File: src/rtl/pong_pkg.sv
// Shared types and helpers for the pong field engine.
package pong_pkg;

    // Top-level game flow. The encoding is visible on the game_state output.
    typedef enum logic [2:0] {
        ST_IDLE  = 3'd0,
        ST_SERVE = 3'd1,
        ST_PLAY  = 3'd2,
        ST_POINT = 3'd3,
        ST_OVER  = 3'd4
    } game_state_t;

    localparam logic DIR_LEFT  = 1'b0;
    localparam logic DIR_RIGHT = 1'b1;
    localparam logic DIR_UP    = 1'b0;
    localparam logic DIR_DOWN  = 1'b1;

    // Top-left x that centres an object of width sz in a field of width h_res.
    function automatic int center_x(input int h_res, input int sz);
        return (h_res - sz) / 2;
    endfunction

    // Top y that centres an object of height sz in a field of height v_res.
    function automatic int center_y(input int v_res, input int sz);
        return (v_res - sz) / 2;
    endfunction

endpackage

File: src/rtl/pong_paddle.sv
// One paddle: moves PAD_STEP pixels per enabled frame tick, saturating at
// the top and bottom of the field.
module pong_paddle
    import pong_pkg::*;
#(
    parameter int V_RES    = 480,
    parameter int PAD_H    = 64,
    parameter int PAD_STEP = 4,
    parameter int Y_W      = $clog2(V_RES)
) (
    input  logic           clk,
    input  logic           reset,
    input  logic           tick,
    input  logic           enable,
    input  logic [1:0]     ctrl,
    output logic [Y_W-1:0] pad_y
);

    localparam logic [Y_W:0]   STEP_W   = (Y_W+1)'(PAD_STEP);
    localparam logic [Y_W:0]   MAX_W    = (Y_W+1)'(V_RES - PAD_H);
    localparam logic [Y_W-1:0] STEP     = Y_W'(PAD_STEP);
    localparam logic [Y_W-1:0] MAX_Y    = Y_W'(V_RES - PAD_H);
    localparam logic [Y_W-1:0] CENTER_Y = Y_W'(center_y(V_RES, PAD_H));

    logic [Y_W:0]   pad_w;
    logic [Y_W-1:0] pad_y_d;

    assign pad_w = {1'b0, pad_y};

    // Saturating up/down move; 00 and 11 both hold.
    always_comb begin
        pad_y_d = pad_y;
        if (tick && enable) begin
            case (ctrl)
                2'b10:   pad_y_d = (pad_w <= STEP_W) ? '0 : pad_y - STEP;
                2'b01:   pad_y_d = ((pad_w + STEP_W) >= MAX_W) ? MAX_Y : pad_y + STEP;
                default: pad_y_d = pad_y;
            endcase
        end
    end

    // Paddle position register, recentred on reset.
    always_ff @(posedge clk) begin
        if (reset) pad_y <= CENTER_Y;
        else       pad_y <= pad_y_d;
    end

endmodule

File: src/rtl/pong_field_engine.sv
// Per-frame game-state core: paddles, ball motion, collisions, scoring and
// the serve / win flow. All outputs are registered.
//
// state | meaning
// IDLE  | after reset, ball centred, waiting for start
// SERVE | ball centred, counting down frames before launch
// PLAY  | ball moves once per frame tick
// POINT | one cycle: bump the scorer, decide between next serve and game over
// OVER  | winner reached, everything frozen until start
module pong_field_engine
    import pong_pkg::*;
#(
    parameter int H_RES       = 640,
    parameter int V_RES       = 480,
    parameter int PAD_H       = 64,
    parameter int PAD_W       = 4,
    parameter int PAD_X_L     = 16,
    parameter int PAD_X_R     = 620,
    parameter int BALL_SZ     = 8,
    parameter int PAD_STEP    = 4,
    parameter int BALL_STEP   = 2,
    parameter int SCORE_W     = 3,
    parameter int WIN_SCORE   = 7,
    parameter int SERVE_DELAY = 60,
    localparam int X_W        = $clog2(H_RES),
    localparam int Y_W        = $clog2(V_RES)
) (
    input  logic               s_axi_aclk,
    input  logic               s_axi_areset,
    input  logic               frame_tick,
    input  logic               start,
    input  logic [1:0]         Left_pad_control,
    input  logic [1:0]         Right_pad_control,
    output logic [X_W-1:0]     ball_x,
    output logic [Y_W-1:0]     ball_y,
    output logic [Y_W-1:0]     left_pad_y,
    output logic [Y_W-1:0]     right_pad_y,
    output logic [SCORE_W-1:0] L_side_s,
    output logic [SCORE_W-1:0] R_side_s,
    output logic [2:0]         game_state,
    output logic               hit_pulse,
    output logic               point_pulse,
    output logic               game_over
);

    localparam int SC_W = (SERVE_DELAY > 0) ? $clog2(SERVE_DELAY + 1) : 1;
    localparam logic [SC_W-1:0] SERVE_INIT = SC_W'(SERVE_DELAY);

    localparam logic [X_W-1:0] CX     = X_W'(center_x(H_RES, BALL_SZ));
    localparam logic [Y_W-1:0] CY     = Y_W'(center_y(V_RES, BALL_SZ));
    localparam logic [X_W-1:0] X_STEP = X_W'(BALL_STEP);
    localparam logic [Y_W-1:0] Y_STEP = Y_W'(BALL_STEP);
    localparam logic [X_W-1:0] L_FACE = X_W'(PAD_X_L + PAD_W);
    localparam logic [X_W-1:0] R_SNAP = X_W'(PAD_X_R - BALL_SZ);
    localparam logic [Y_W-1:0] Y_BOT  = Y_W'(V_RES - BALL_SZ);

    // One bit wider than the coordinates so no sum in a compare can wrap.
    localparam logic [X_W:0] X_STEP_W = (X_W+1)'(BALL_STEP);
    localparam logic [X_W:0] X_SZ_W   = (X_W+1)'(BALL_SZ);
    localparam logic [X_W:0] L_FACE_W = (X_W+1)'(PAD_X_L + PAD_W);
    localparam logic [X_W:0] R_FACE_W = (X_W+1)'(PAD_X_R);
    localparam logic [X_W:0] H_RES_W  = (X_W+1)'(H_RES);
    localparam logic [Y_W:0] Y_STEP_W = (Y_W+1)'(BALL_STEP);
    localparam logic [Y_W:0] Y_SZ_W   = (Y_W+1)'(BALL_SZ);
    localparam logic [Y_W:0] Y_BOT_W  = (Y_W+1)'(V_RES - BALL_SZ);
    localparam logic [Y_W:0] PAD_H_W  = (Y_W+1)'(PAD_H);

    localparam logic [SCORE_W-1:0] S_MAX = '1;
    localparam logic [SCORE_W-1:0] S_WIN = SCORE_W'(WIN_SCORE);

    game_state_t        state_q, state_d;
    logic [SC_W-1:0]    serve_cnt_q, serve_cnt_d;
    logic [X_W-1:0]     ball_x_d;
    logic [Y_W-1:0]     ball_y_d;
    logic               dx_q, dx_d, dy_q, dy_d;
    logic               point_right_q, point_right_d;
    logic [SCORE_W-1:0] l_score_d, r_score_d;
    logic               hit_d, point_d;

    logic [X_W:0]       bx;
    logic [Y_W:0]       by, lpy, rpy;
    logic               ov_l, ov_r;
    logic [SCORE_W-1:0] scorer, score_inc;
    logic               pad_enable;

    assign bx  = {1'b0, ball_x};
    assign by  = {1'b0, ball_y};
    assign lpy = {1'b0, left_pad_y};
    assign rpy = {1'b0, right_pad_y};

    // Overlap uses the paddle position from before this tick.
    assign ov_l = ((by + Y_SZ_W) > lpy) && (by < (lpy + PAD_H_W));
    assign ov_r = ((by + Y_SZ_W) > rpy) && (by < (rpy + PAD_H_W));

    assign scorer    = point_right_q ? R_side_s : L_side_s;
    assign score_inc = (scorer == S_MAX) ? scorer : scorer + 1'b1;

    assign pad_enable = (state_q != ST_OVER);
    assign game_state = state_q;

    pong_paddle #(
        .V_RES(V_RES), .PAD_H(PAD_H), .PAD_STEP(PAD_STEP), .Y_W(Y_W)
    ) u_left_pad (
        .clk(s_axi_aclk), .reset(s_axi_areset), .tick(frame_tick),
        .enable(pad_enable), .ctrl(Left_pad_control), .pad_y(left_pad_y)
    );

    pong_paddle #(
        .V_RES(V_RES), .PAD_H(PAD_H), .PAD_STEP(PAD_STEP), .Y_W(Y_W)
    ) u_right_pad (
        .clk(s_axi_aclk), .reset(s_axi_areset), .tick(frame_tick),
        .enable(pad_enable), .ctrl(Right_pad_control), .pad_y(right_pad_y)
    );

    // Next-state, ball motion, collisions and scoring.
    always_comb begin
        state_d       = state_q;
        serve_cnt_d   = serve_cnt_q;
        ball_x_d      = ball_x;
        ball_y_d      = ball_y;
        dx_d          = dx_q;
        dy_d          = dy_q;
        point_right_d = point_right_q;
        l_score_d     = L_side_s;
        r_score_d     = R_side_s;
        hit_d         = 1'b0;
        point_d       = 1'b0;

        case (state_q)
            ST_IDLE: begin
                if (start) begin
                    state_d     = ST_SERVE;
                    serve_cnt_d = SERVE_INIT;
                end
            end

            ST_SERVE: begin
                if (frame_tick) begin
                    if (serve_cnt_q == '0) state_d = ST_PLAY;
                    else                   serve_cnt_d = serve_cnt_q - 1'b1;
                end
            end

            ST_PLAY: begin
                if (frame_tick) begin
                    // Vertical motion with wall bounce.
                    if (dy_q == DIR_DOWN) begin
                        if ((by + Y_STEP_W) >= Y_BOT_W) begin
                            ball_y_d = Y_BOT;
                            dy_d     = DIR_UP;
                        end else begin
                            ball_y_d = ball_y + Y_STEP;
                        end
                    end else begin
                        if (by <= Y_STEP_W) begin
                            ball_y_d = '0;
                            dy_d     = DIR_DOWN;
                        end else begin
                            ball_y_d = ball_y - Y_STEP;
                        end
                    end

                    // Horizontal motion: paddle hit, miss, or plain step.
                    if (dx_q == DIR_LEFT) begin
                        if ((bx >= L_FACE_W) && ((bx - X_STEP_W) <= L_FACE_W) && ov_l) begin
                            ball_x_d = L_FACE;
                            dx_d     = DIR_RIGHT;
                            hit_d    = 1'b1;
                        end else if (bx < X_STEP_W) begin
                            point_right_d = 1'b1;
                            state_d       = ST_POINT;
                        end else begin
                            ball_x_d = ball_x - X_STEP;
                        end
                    end else begin
                        if (((bx + X_SZ_W) <= R_FACE_W) &&
                            ((bx + X_SZ_W + X_STEP_W) >= R_FACE_W) && ov_r) begin
                            ball_x_d = R_SNAP;
                            dx_d     = DIR_LEFT;
                            hit_d    = 1'b1;
                        end else if ((bx + X_SZ_W + X_STEP_W) > H_RES_W) begin
                            point_right_d = 1'b0;
                            state_d       = ST_POINT;
                        end else begin
                            ball_x_d = ball_x + X_STEP;
                        end
                    end
                end
            end

            ST_POINT: begin
                point_d = 1'b1;
                if (point_right_q) r_score_d = score_inc;
                else               l_score_d = score_inc;
                if (score_inc == S_WIN) begin
                    state_d = ST_OVER;
                end else begin
                    ball_x_d    = CX;
                    ball_y_d    = CY;
                    // Serve toward whoever just conceded.
                    dx_d        = point_right_q ? DIR_LEFT : DIR_RIGHT;
                    serve_cnt_d = SERVE_INIT;
                    state_d     = ST_SERVE;
                end
            end

            ST_OVER: begin
                if (start) begin
                    l_score_d   = '0;
                    r_score_d   = '0;
                    ball_x_d    = CX;
                    ball_y_d    = CY;
                    dx_d        = DIR_RIGHT;
                    dy_d        = DIR_DOWN;
                    serve_cnt_d = SERVE_INIT;
                    state_d     = ST_SERVE;
                end
            end

            default: state_d = ST_IDLE;
        endcase
    end

    // State and registered outputs; reset wins over every other input.
    always_ff @(posedge s_axi_aclk) begin
        if (s_axi_areset) begin
            state_q       <= ST_IDLE;
            serve_cnt_q   <= '0;
            ball_x        <= CX;
            ball_y        <= CY;
            dx_q          <= DIR_RIGHT;
            dy_q          <= DIR_DOWN;
            point_right_q <= 1'b0;
            L_side_s      <= '0;
            R_side_s      <= '0;
            hit_pulse     <= 1'b0;
            point_pulse   <= 1'b0;
            game_over     <= 1'b0;
        end else begin
            state_q       <= state_d;
            serve_cnt_q   <= serve_cnt_d;
            ball_x        <= ball_x_d;
            ball_y        <= ball_y_d;
            dx_q          <= dx_d;
            dy_q          <= dy_d;
            point_right_q <= point_right_d;
            L_side_s      <= l_score_d;
            R_side_s      <= r_score_d;
            hit_pulse     <= hit_d;
            point_pulse   <= point_d;
            game_over     <= (state_d == ST_OVER);
        end
    end

endmodule

File: config.mk
export PLATFORM = sky130hd
export DESIGN_NAME = pong_field_engine
export DESIGN_NICKNAME = d
export VERILOG_FILES = /design/src/rtl/pong_pkg.sv /design/src/rtl/pong_paddle.sv /design/src/rtl/pong_field_engine.sv
export SDC_FILE = /design/constraint.sdc
export NUM_CORES = 1
export LEC_CHECK = 0
export CAP_MARGIN = 30
export CORE_MARGIN = 2
export CORE_UTILIZATION = 50
export DETAILED_ROUTE_END_ITERATION = 10
export PLACE_DENSITY_LB_ADDON = 0.12
export SLEW_MARGIN = 30
export SYNTH_ARGS = -nofsm -noshare
export SYNTH_HDL_FRONTEND = slang
export SYNTH_HIERARCHICAL = 1
export SYNTH_SLANG_ARGS = --single-unit
File: constraint.sdc
create_clock -name s_axi_aclk -period 4.06 [get_ports s_axi_aclk]
set_input_delay 1.015 -clock s_axi_aclk [delete_from_list [all_inputs] [get_ports s_axi_aclk]]
set_output_delay 1.015 -clock s_axi_aclk [all_outputs]
set_load 0.005 [all_outputs]
==> results.json, run 1 <==
{
  "status": "finished clean",
  "crit_path_end_kind": "flop",
  "endpoint": "ball_x[4]",
  "cts_tree": "built",
  "grtUsageTotal": 0.2704,
  "rsz0062_at_grt": "false",
  "p_leak_nw": 2.358,
  "cts_sinks": 52,
  "async_flop_share": 0,
  "reg2reg_to": "ball_x[4]",
  "drive_gt1_frac": 0.06953,
  "vias_per_cell": 6.298,
  "die_h_um": 109.9,
  "start_util": 0.5152,
  "holdCritPathClass": "reg -> reg",
  "worstPathArrival_ns": 3.97,
  "clock_latency_ns": 0.32,
  "critPathTopFamily": "compound AO/OA/AOI/OAI gates",
  "gr-total-overflow": 0,
  "ys_seq_area_frac": 0.1856,
  "peakVddDrop_mv": 0.1260,
  "synth_seq_cells": 52,
  "crit_buf_inv": 0,
  "critPathMaxFanout": 17,
  "synth_edf_count": 0,
  "die_w_um": 109.9,
  "r2r_setup_slack_ns": 0.31,
  "vias": 5863,
  "cts_buffer_depth": 2,
  "fin_crit_ns": 3.755,
  "fin_util": 0.5721,
  "crit_path_start_kind": "flop",
  "cpMaxStageDelayCell": "dfxtp_1",
  "clock_skew_ns": 0.006917,
  "pin_count": 57,
  "cts_inserted_buffers": 5,
  "required_ns": 4.28,
  "drt_first_iter_violations": 471,
  "cp_slowest_stage_delay_ns": 0.73,
  "ys_top_cells_by_count": "74 x nand2_1, 64 x nor2_1, 59 x a21oi_1",
  "p_per_area_nw_per_um2": 195.2,
  "synthesis.area_um2": 5609,
  "postCtsHoldBufs": 0,
  "cts_setup_buffers": 0,
  "setup_viol": 0,
  "clkTransAtPathRegs_ns": 0.11,
  "antenna_found_initial": 0,
  "dieArea_um2": 12080,
  "synth_cell_type_count": 79,
  "synth_top_area_cell": "dfxtp_1",
  "crit_chain": "and3_1 -> nand3_1 -> xnor2_1 -> ha_1 -> nand3_1 -> nor3_1 -> nand3b_1 -> a221o_1 -> o31a_1 -> a21oi_1 -> o221ai_1 -> a221o_1",
  "grt_max_degree": 24,
  "synth.avg_cell_area_um2": 7.361,
  "maxSlewViolCount": 0,
  "grt_pass1_wl_mm": 26.60,
  "io_buffers": 50,
  "crit_cells": 12,
  "period_share": 0.9248,
  "startpoint": "ball_y[5]",
  "syn-instance-count": 762,
  "maxCapViolCount": 0,
  "area_growth_pct": 11.04,
  "grt_pass1_vias": 5403,
  "synth_top_area_share": 0.1856,
  "r2r_start": "ball_y[5]",
  "ys_top_cells_by_area": "dfxtp_1 19%, ha_1 12%, a21oi_1 5.3%, nand2_1 5.0%, xnor2_1 4.8%",
  "critical_path_class": "reg -> reg",
  "synth_warnings": 6,
  "htree_levels": 2,
  "core_region_area_um2": 10890,
  "dr.pass1.iters": 5,
  "hold_viol_final": 0,
  "routed_wl_mm": 16.05,
  "max_freq_mhz": 266.3,
  "post_cts_resize_count": 0,
  "setup_tns_ns": 0,
  "layout.nets": 852,
  "gp_congestion": 0.9165,
  "slew_headroom": 0.4215,
  "reg2reg_depth": 12,
  "hpwlAfterDp_mm": 11.89,
  "ant_nets": 0,
  "yosysMostFrequentCell": "nand2_1",
  "num_antenna_cells": 0,
  "synth_ff_type": "dfxtp_1",
  "tightest_slew_ns": 0.8651,
  "cts-root-buf": "clkbuf_8",
  "rows": 38,
  "drc": 0,
  "wire_per_inst_um": 17.24
}
[worst min-delay path: cells and delay by family, from the launching register on]
family | cells | cell delay, ns
DFF | 1 | 0.34
AOI/OAI and AO/OA | 1 | 0.05
and+or+nand+nor | 1 | 0.06
[metal layers]
metal,track usage,routed length [um],up-vias,part of all wire
li1,-,-,2836,-
met1,0.3924,7639,2752,0.48
met5,0,0,-,0
met4,0.05787,188,0,0.012
met2,0.4308,7265,245,0.45
met3,0.02786,960,30,0.060
[logic make-up (layout without fill, tap and decap cells)]
| family | Yosys count | count (layout) | share of synthesized area |
|---|---|---|---|
| flip-flops | 52 | 52 | 0.1856 |
| AO/OA/AOI/OAI | 211 | 211 | 0.2592 |
| multiplexers | 12 | 12 | 0.02231 |
| adder cells (fa/ha/maj) | 54 | 54 | 0.1205 |
| XOR/XNOR | 37 | 37 | 0.05777 |
| buffers and inverters | 99 | 125 | 0.08208 |
| other | 3 | 6 | 0.002007 |
| AND/OR/NAND/NOR | 294 | 294 | 0.2706 |
[where the power goes]
part           total [W]  switching (W)  internal [W]
clock           0.000320       0.000196      0.000123
combinational   0.000323       0.000182      0.000141
sequential      0.000573      0.0000424      0.000530
total            0.00122       0.000420      0.000795
[final cells by class]
class	count	area [um2]
Clock buffer	6	72.57
Clock inverter	2	16.27
Fill cell	1056	4659
Inverter	53	198.9
Multi-Input combinational cell	614	4119
Sequential cell	52	1041
Tap cell	140	175.2
Timing Repair Buffer	64	605.6
[how the worst min path moves through the flow]
stage | startpoint | end | slack (ns) | cells after the start
floorplan | serve_cnt_q[1] | serve_cnt_q[1] | 0.44 | 2
global placement | serve_cnt_q[1] | serve_cnt_q[1] | 0.46 | 2
detailed placement | serve_cnt_q[1] | serve_cnt_q[1] | 0.47 | 2
CTS | serve_cnt_q[1] | serve_cnt_q[1] | 0.48 | 2
global route | serve_cnt_q[1] | serve_cnt_q[1] | 0.50 | 2
finish | serve_cnt_q[1] | serve_cnt_q[1] | 0.49 | 2
[flip-flops by register name, summed over array words and instances (netlist names)]
signal	count
dy_q	1
R_side_s	3
game_state	3
serve_cnt_q	6
ball_y	8
game_over	1
dx_q	1
ball_x	9
hit_pulse	1
point_right_q	1
L_side_s	3
point_pulse	1
u_right_pad/pad_y	7
u_left_pad/pad_y	7
[metrics by stage]
step	hold WS (ns)	power (W)	std cells	instance area [um2]	setup WS, ns
CTS	0.4827	0.001214	931	6228	0.3354
finish	0.4861	0.001216	931	6228	0.3051
detailed placement	0.4677	0.0008995	923	6140	0.3707
global route	0.5009	0.001280	931	6228	0.09573
global placement	0.4597	0.0008890	923	6140	0.5489
floorplan	0.4410	0.0008091	765	5620	0.7135
[cells in the final DEF, fill, tap and decap left out, types with 14 or more instances in the layout]
master / synthesis / final
inv_1: 53 / 53
nand2_1: 74 / 74
nand4_1: 14 / 14
dfxtp_1: 52 / 52
nand3_1: 28 / 28
o21ai_0: 30 / 30
buf_4: 9 / 14
xnor2_1: 31 / 31
a21oi_1: 59 / 59
ha_1: 54 / 54
nor2_1: 64 / 64
clkdlybuf4s50_1: 0 / 50
nor3_1: 37 / 37
No activity file was read; power rests on OpenSTA's default activity.
==> inputs of run 2 (changes only) <==
==> constraint.sdc (replaced) <==
create_clock -name s_axi_aclk -period 4.06 [get_ports s_axi_aclk]
set_input_delay 0.812 -clock s_axi_aclk [delete_from_list [all_inputs] [get_ports s_axi_aclk]]
set_output_delay 0.812 -clock s_axi_aclk [all_outputs]
set_load 0.005 [all_outputs]
==> results of run 2 <==
The final DEF is identical to that of run 1; final timing and power are the same.
==> inputs of run 3 (changes only) <==
- SYNTH_HIERARCHICAL: 1 -> not set
==> run 3 against run 2 <==
  * Die area shrank 1.7%
  * Routed wire length shrank 7.5%
  * Cell area shrank 1.5%
  * Sequential cell count is the same
  * Critical endpoint is now ball_x[9]
  * Worst hold slack lost 0.015 ns
  * Non-clock buffer count shrank 3
  * Critical path depth is the same
  * Clock-buffer cell count shrank 1
  * Utilization shrank 0.38 points
==> results.json, run 3 <==
{
  "core_region_area_um2": 10790,
  "globalRouteMet2Util": 0.4006,
  "grt_pass1_wl_mm": 24.59,
  "reg2reg_to": "ball_x[9]",
  "num_antenna_cells": 0,
  "layout.nets": 827,
  "max_freq_mhz": 276.2,
  "maxSlewViolCount": 0,
  "ys_seq_area_frac": 0.1890,
  "wire_per_inst_um": 16.39,
  "dp_cells": 898,
  "clock_latency_ns": 0.33,
  "cpMaxStageDelayCell": "dfxtp_1",
  "grtUsageTotal": 0.2534,
  "power_frac_seq": 0.469,
  "synth.avg_cell_area_um2": 7.433,
  "tightest_slew_ns": 0.8114,
  "maxCapViolCount": 0,
  "power.internal_w": 0.0007974,
  "clkPwrFrac": 0.268,
  "vias": 5620,
  "use_met1": 0.3589,
  "clock_skew_ns": 0.01248,
  "crit_path_end_kind": "flop",
  "gr-total-overflow": 0,
  "final_cell_mix": "84 x nor2_1, 54 x ha_1, 52 x dfxtp_1",
  "setup_tns_ns": 0,
  "grt_use_met3": 0.03347,
  "power_w": 0.001216,
  "reg2reg_depth": 12,
  "area_growth_pct": 11.36,
  "post_dp_cell_area_um2": 6038,
  "htree_levels": 2,
  "synth_seq_cells": 52,
  "synth_ff_type": "dfxtp_1",
  "gp_congestion": 0.9044,
  "crit_buf_inv": 0,
  "reg.largest.list": "ball_x x9, ball_y x8",
  "drc": 0,
  "critPathMaxFanout": 12,
  "cts-root-buf": "clkbuf_8",
  "vias_per_cell": 6.203,
  "pin_count": 57,
  "p_switching_w": 0.0004187,
  "ys_top_cells_by_area": "dfxtp_1 19%, ha_1 12%, nor2_1 5.7%, xnor2_1 3.8%, a21oi_1 3.7%",
  "critical_path_class": "reg -> reg",
  "start_util": 0.5103,
  "synth_top_area_share": 0.1890,
  "die_h_um": 109.0,
  "worstPathArrival_ns": 3.85,
  "synth_edf_count": 0,
  "synth_top_area_cell": "dfxtp_1",
  "dieArea_um2": 11870,
  "rsz0062_at_grt": "false",
  "cts_tree": "built",
  "hold_viol_final": 0,
  "crit_path_start_kind": "flop",
  "final_cells": 906,
  "hold_depth": 2,
  "critPathTopFamily": "compound AO/OA/AOI/OAI gates",
  "postCtsHoldBufs": 0,
  "cp_slowest_stage_delay_ns": 0.63,
  "synth_warnings": 0,
  "yosysMostFrequentCell": "nor2_1",
  "ant_nets": 0,
  "drt_first_iter_violations": 371,
  "r2r_start": "ball_y[3]",
  "ys_top_cells_by_count": "84 x nor2_1, 54 x ha_1, 52 x dfxtp_1",
  "setup_viol": 0,
  "cts_inserted_buffers": 5,
  "busiest_layer": "met2",
  "pwr-share-comb": 0.263,
  "die_w_um": 109.0,
  "drive_gt1_frac": 0.06397,
  "synth_cell_type_count": 84,
  "hold_slack_ns": 0.4710,
  "holdCritPathClass": "reg -> reg",
  "dr.pass1.iters": 5,
  "design_area_um2": 6133,
  "p_leak_nw": 2.487,
  "clkTransAtPathRegs_ns": 0.11,
  "peakVddDrop_mv": 0.1417,
  "largest_reg_flops": 9,
  "antenna_found_initial": 0,
  "grt_max_degree": 35,
  "synthesis.area_um2": 5508,
  "io_buffers": 50,
  "async_flop_share": 0,
  "slew_headroom": 0.4514,
  "layout_commonest_cell": "nor2_1",
  "min_to": "serve_cnt_q[1]",
  "fin_crit_ns": 3.621,
  "status": "finished clean",
  "period_share": 0.8919,
  "cts_sinks": 52,
  "required_ns": 4.28,
  "grt_pass1_vias": 5096,
  "cts_buffer_depth": 2,
  "swShare": 0.3443,
  "post_cts_resize_count": 0,
  "cts_setup_buffers": 0,
  "crit_chain": "ha_1 -> nand3_1 -> xnor2_1 -> ha_1 -> nand4_1 -> a211oi_1 -> nor3_1 -> o21ai_0 -> nand3_2 -> a32oi_2 -> o21ai_0 -> o32ai_1",
  "hpwlAfterDp_mm": 10.94,
  "n_fill_cell": 1027,
  "rows": 38,
  "min_from": "serve_cnt_q[1]",
  "syn-instance-count": 741,
  "r2r_setup_slack_ns": 0.44,
  "p_per_area_nw_per_um2": 198.3,
  "routed_wl_mm": 14.85,
  "largest_register": "ball_x"
}
[run 3: cell types whose count changed in the layout (fill, tap and decap cells not counted), moves of 6 or more]
cell / before / now
a21o_1: 3 / 9
a21oi_1: 59 / 41
inv_1: 53 / 45
nand2_1: 74 / 51
nor2_1: 64 / 84
nor3_1: 37 / 30
o21ai_0: 30 / 37
xnor2_1: 31 / 24
[run 3: final cells by class]
class | instances | area [um2] | area share
inverters | 47 | 176.4 | 0.02876
multi-input cells | 598 | 4068 | 0.6632
repair buffers | 61 | 578.1 | 0.09425
clock inverters | 3 | 26.28 | 0.004284
clock buffers | 5 | 68.82 | 0.01122
flip-flops and latches | 52 | 1041 | 0.1697
well taps | 140 | 175.2 | 0.02856
[run 3: worst max path at each step]
stage	startpoint	endpoint	depth (start not counted)
after floorplan	ball_x[3]	ball_x[3]	13
after global placement	ball_y[4]	ball_x[4]	12
after detailed placement	ball_y[4]	ball_x[4]	12
after CTS	ball_y[3]	ball_x[4]	12
after global routing	ball_y[3]	ball_x[4]	12
final	ball_y[3]	ball_x[9]	12
[run 3: kinds of logic after synthesis]
group                      after synthesis  synth area share
xor gates and xnor gates                28           0.04452
other                                    1         0.0006809
muxes                                   14           0.02658
buffers and inverters                   96           0.07587
AOI/OAI and AO/OA                      219            0.2856
DFF                                     52            0.1890
adders and majority gates               54            0.1227
and+or+nand+nor                        277            0.2551
[run 3: worst reg2reg max path, delay by kind of cell, from the launching register on]
family | cells | cell delay, ns
xor+xnor | 1 | 0.16
flops | 1 | 0.63
compound gates | 5 | 1.57
simple gates | 4 | 0.54
fa+ha+maj | 2 | 0.65
[run 3: power by group through the flow]
| stage | sequential [W] | combinational, W | clock, W |
|---|---|---|---|
| 2_1_floorplan | 0.000566 | 0.000240 | 0 |
| 3_3_place_gp | 0.000581 | 0.000309 | 0 |
| 3_5_place_dp | 0.000582 | 0.000317 | 0 |
| 4_1_cts | 0.000570 | 0.000318 | 0.000336 |
| 5_1_grt | 0.000576 | 0.000360 | 0.000360 |
| 6_report | 0.000571 | 0.000320 | 0.000326 |
[run 3: through the flow]
stage | util | setup WS, ns
5_1_grt | 0.5683 | 0.1238
3_3_place_gp | 0.5595 | 0.6021
4_1_cts | 0.5683 | 0.4832
2_1_floorplan | - | 0.9178
3_5_place_dp | 0.5595 | 0.5035
6_report | 0.5683 | 0.4390
[run 3: layer usage]
metal  up-vias  wire (um)
met5         -          0
met3        23        774
met2       170       6826
met1      2660       6985
li1       2767          -
met4         0        260
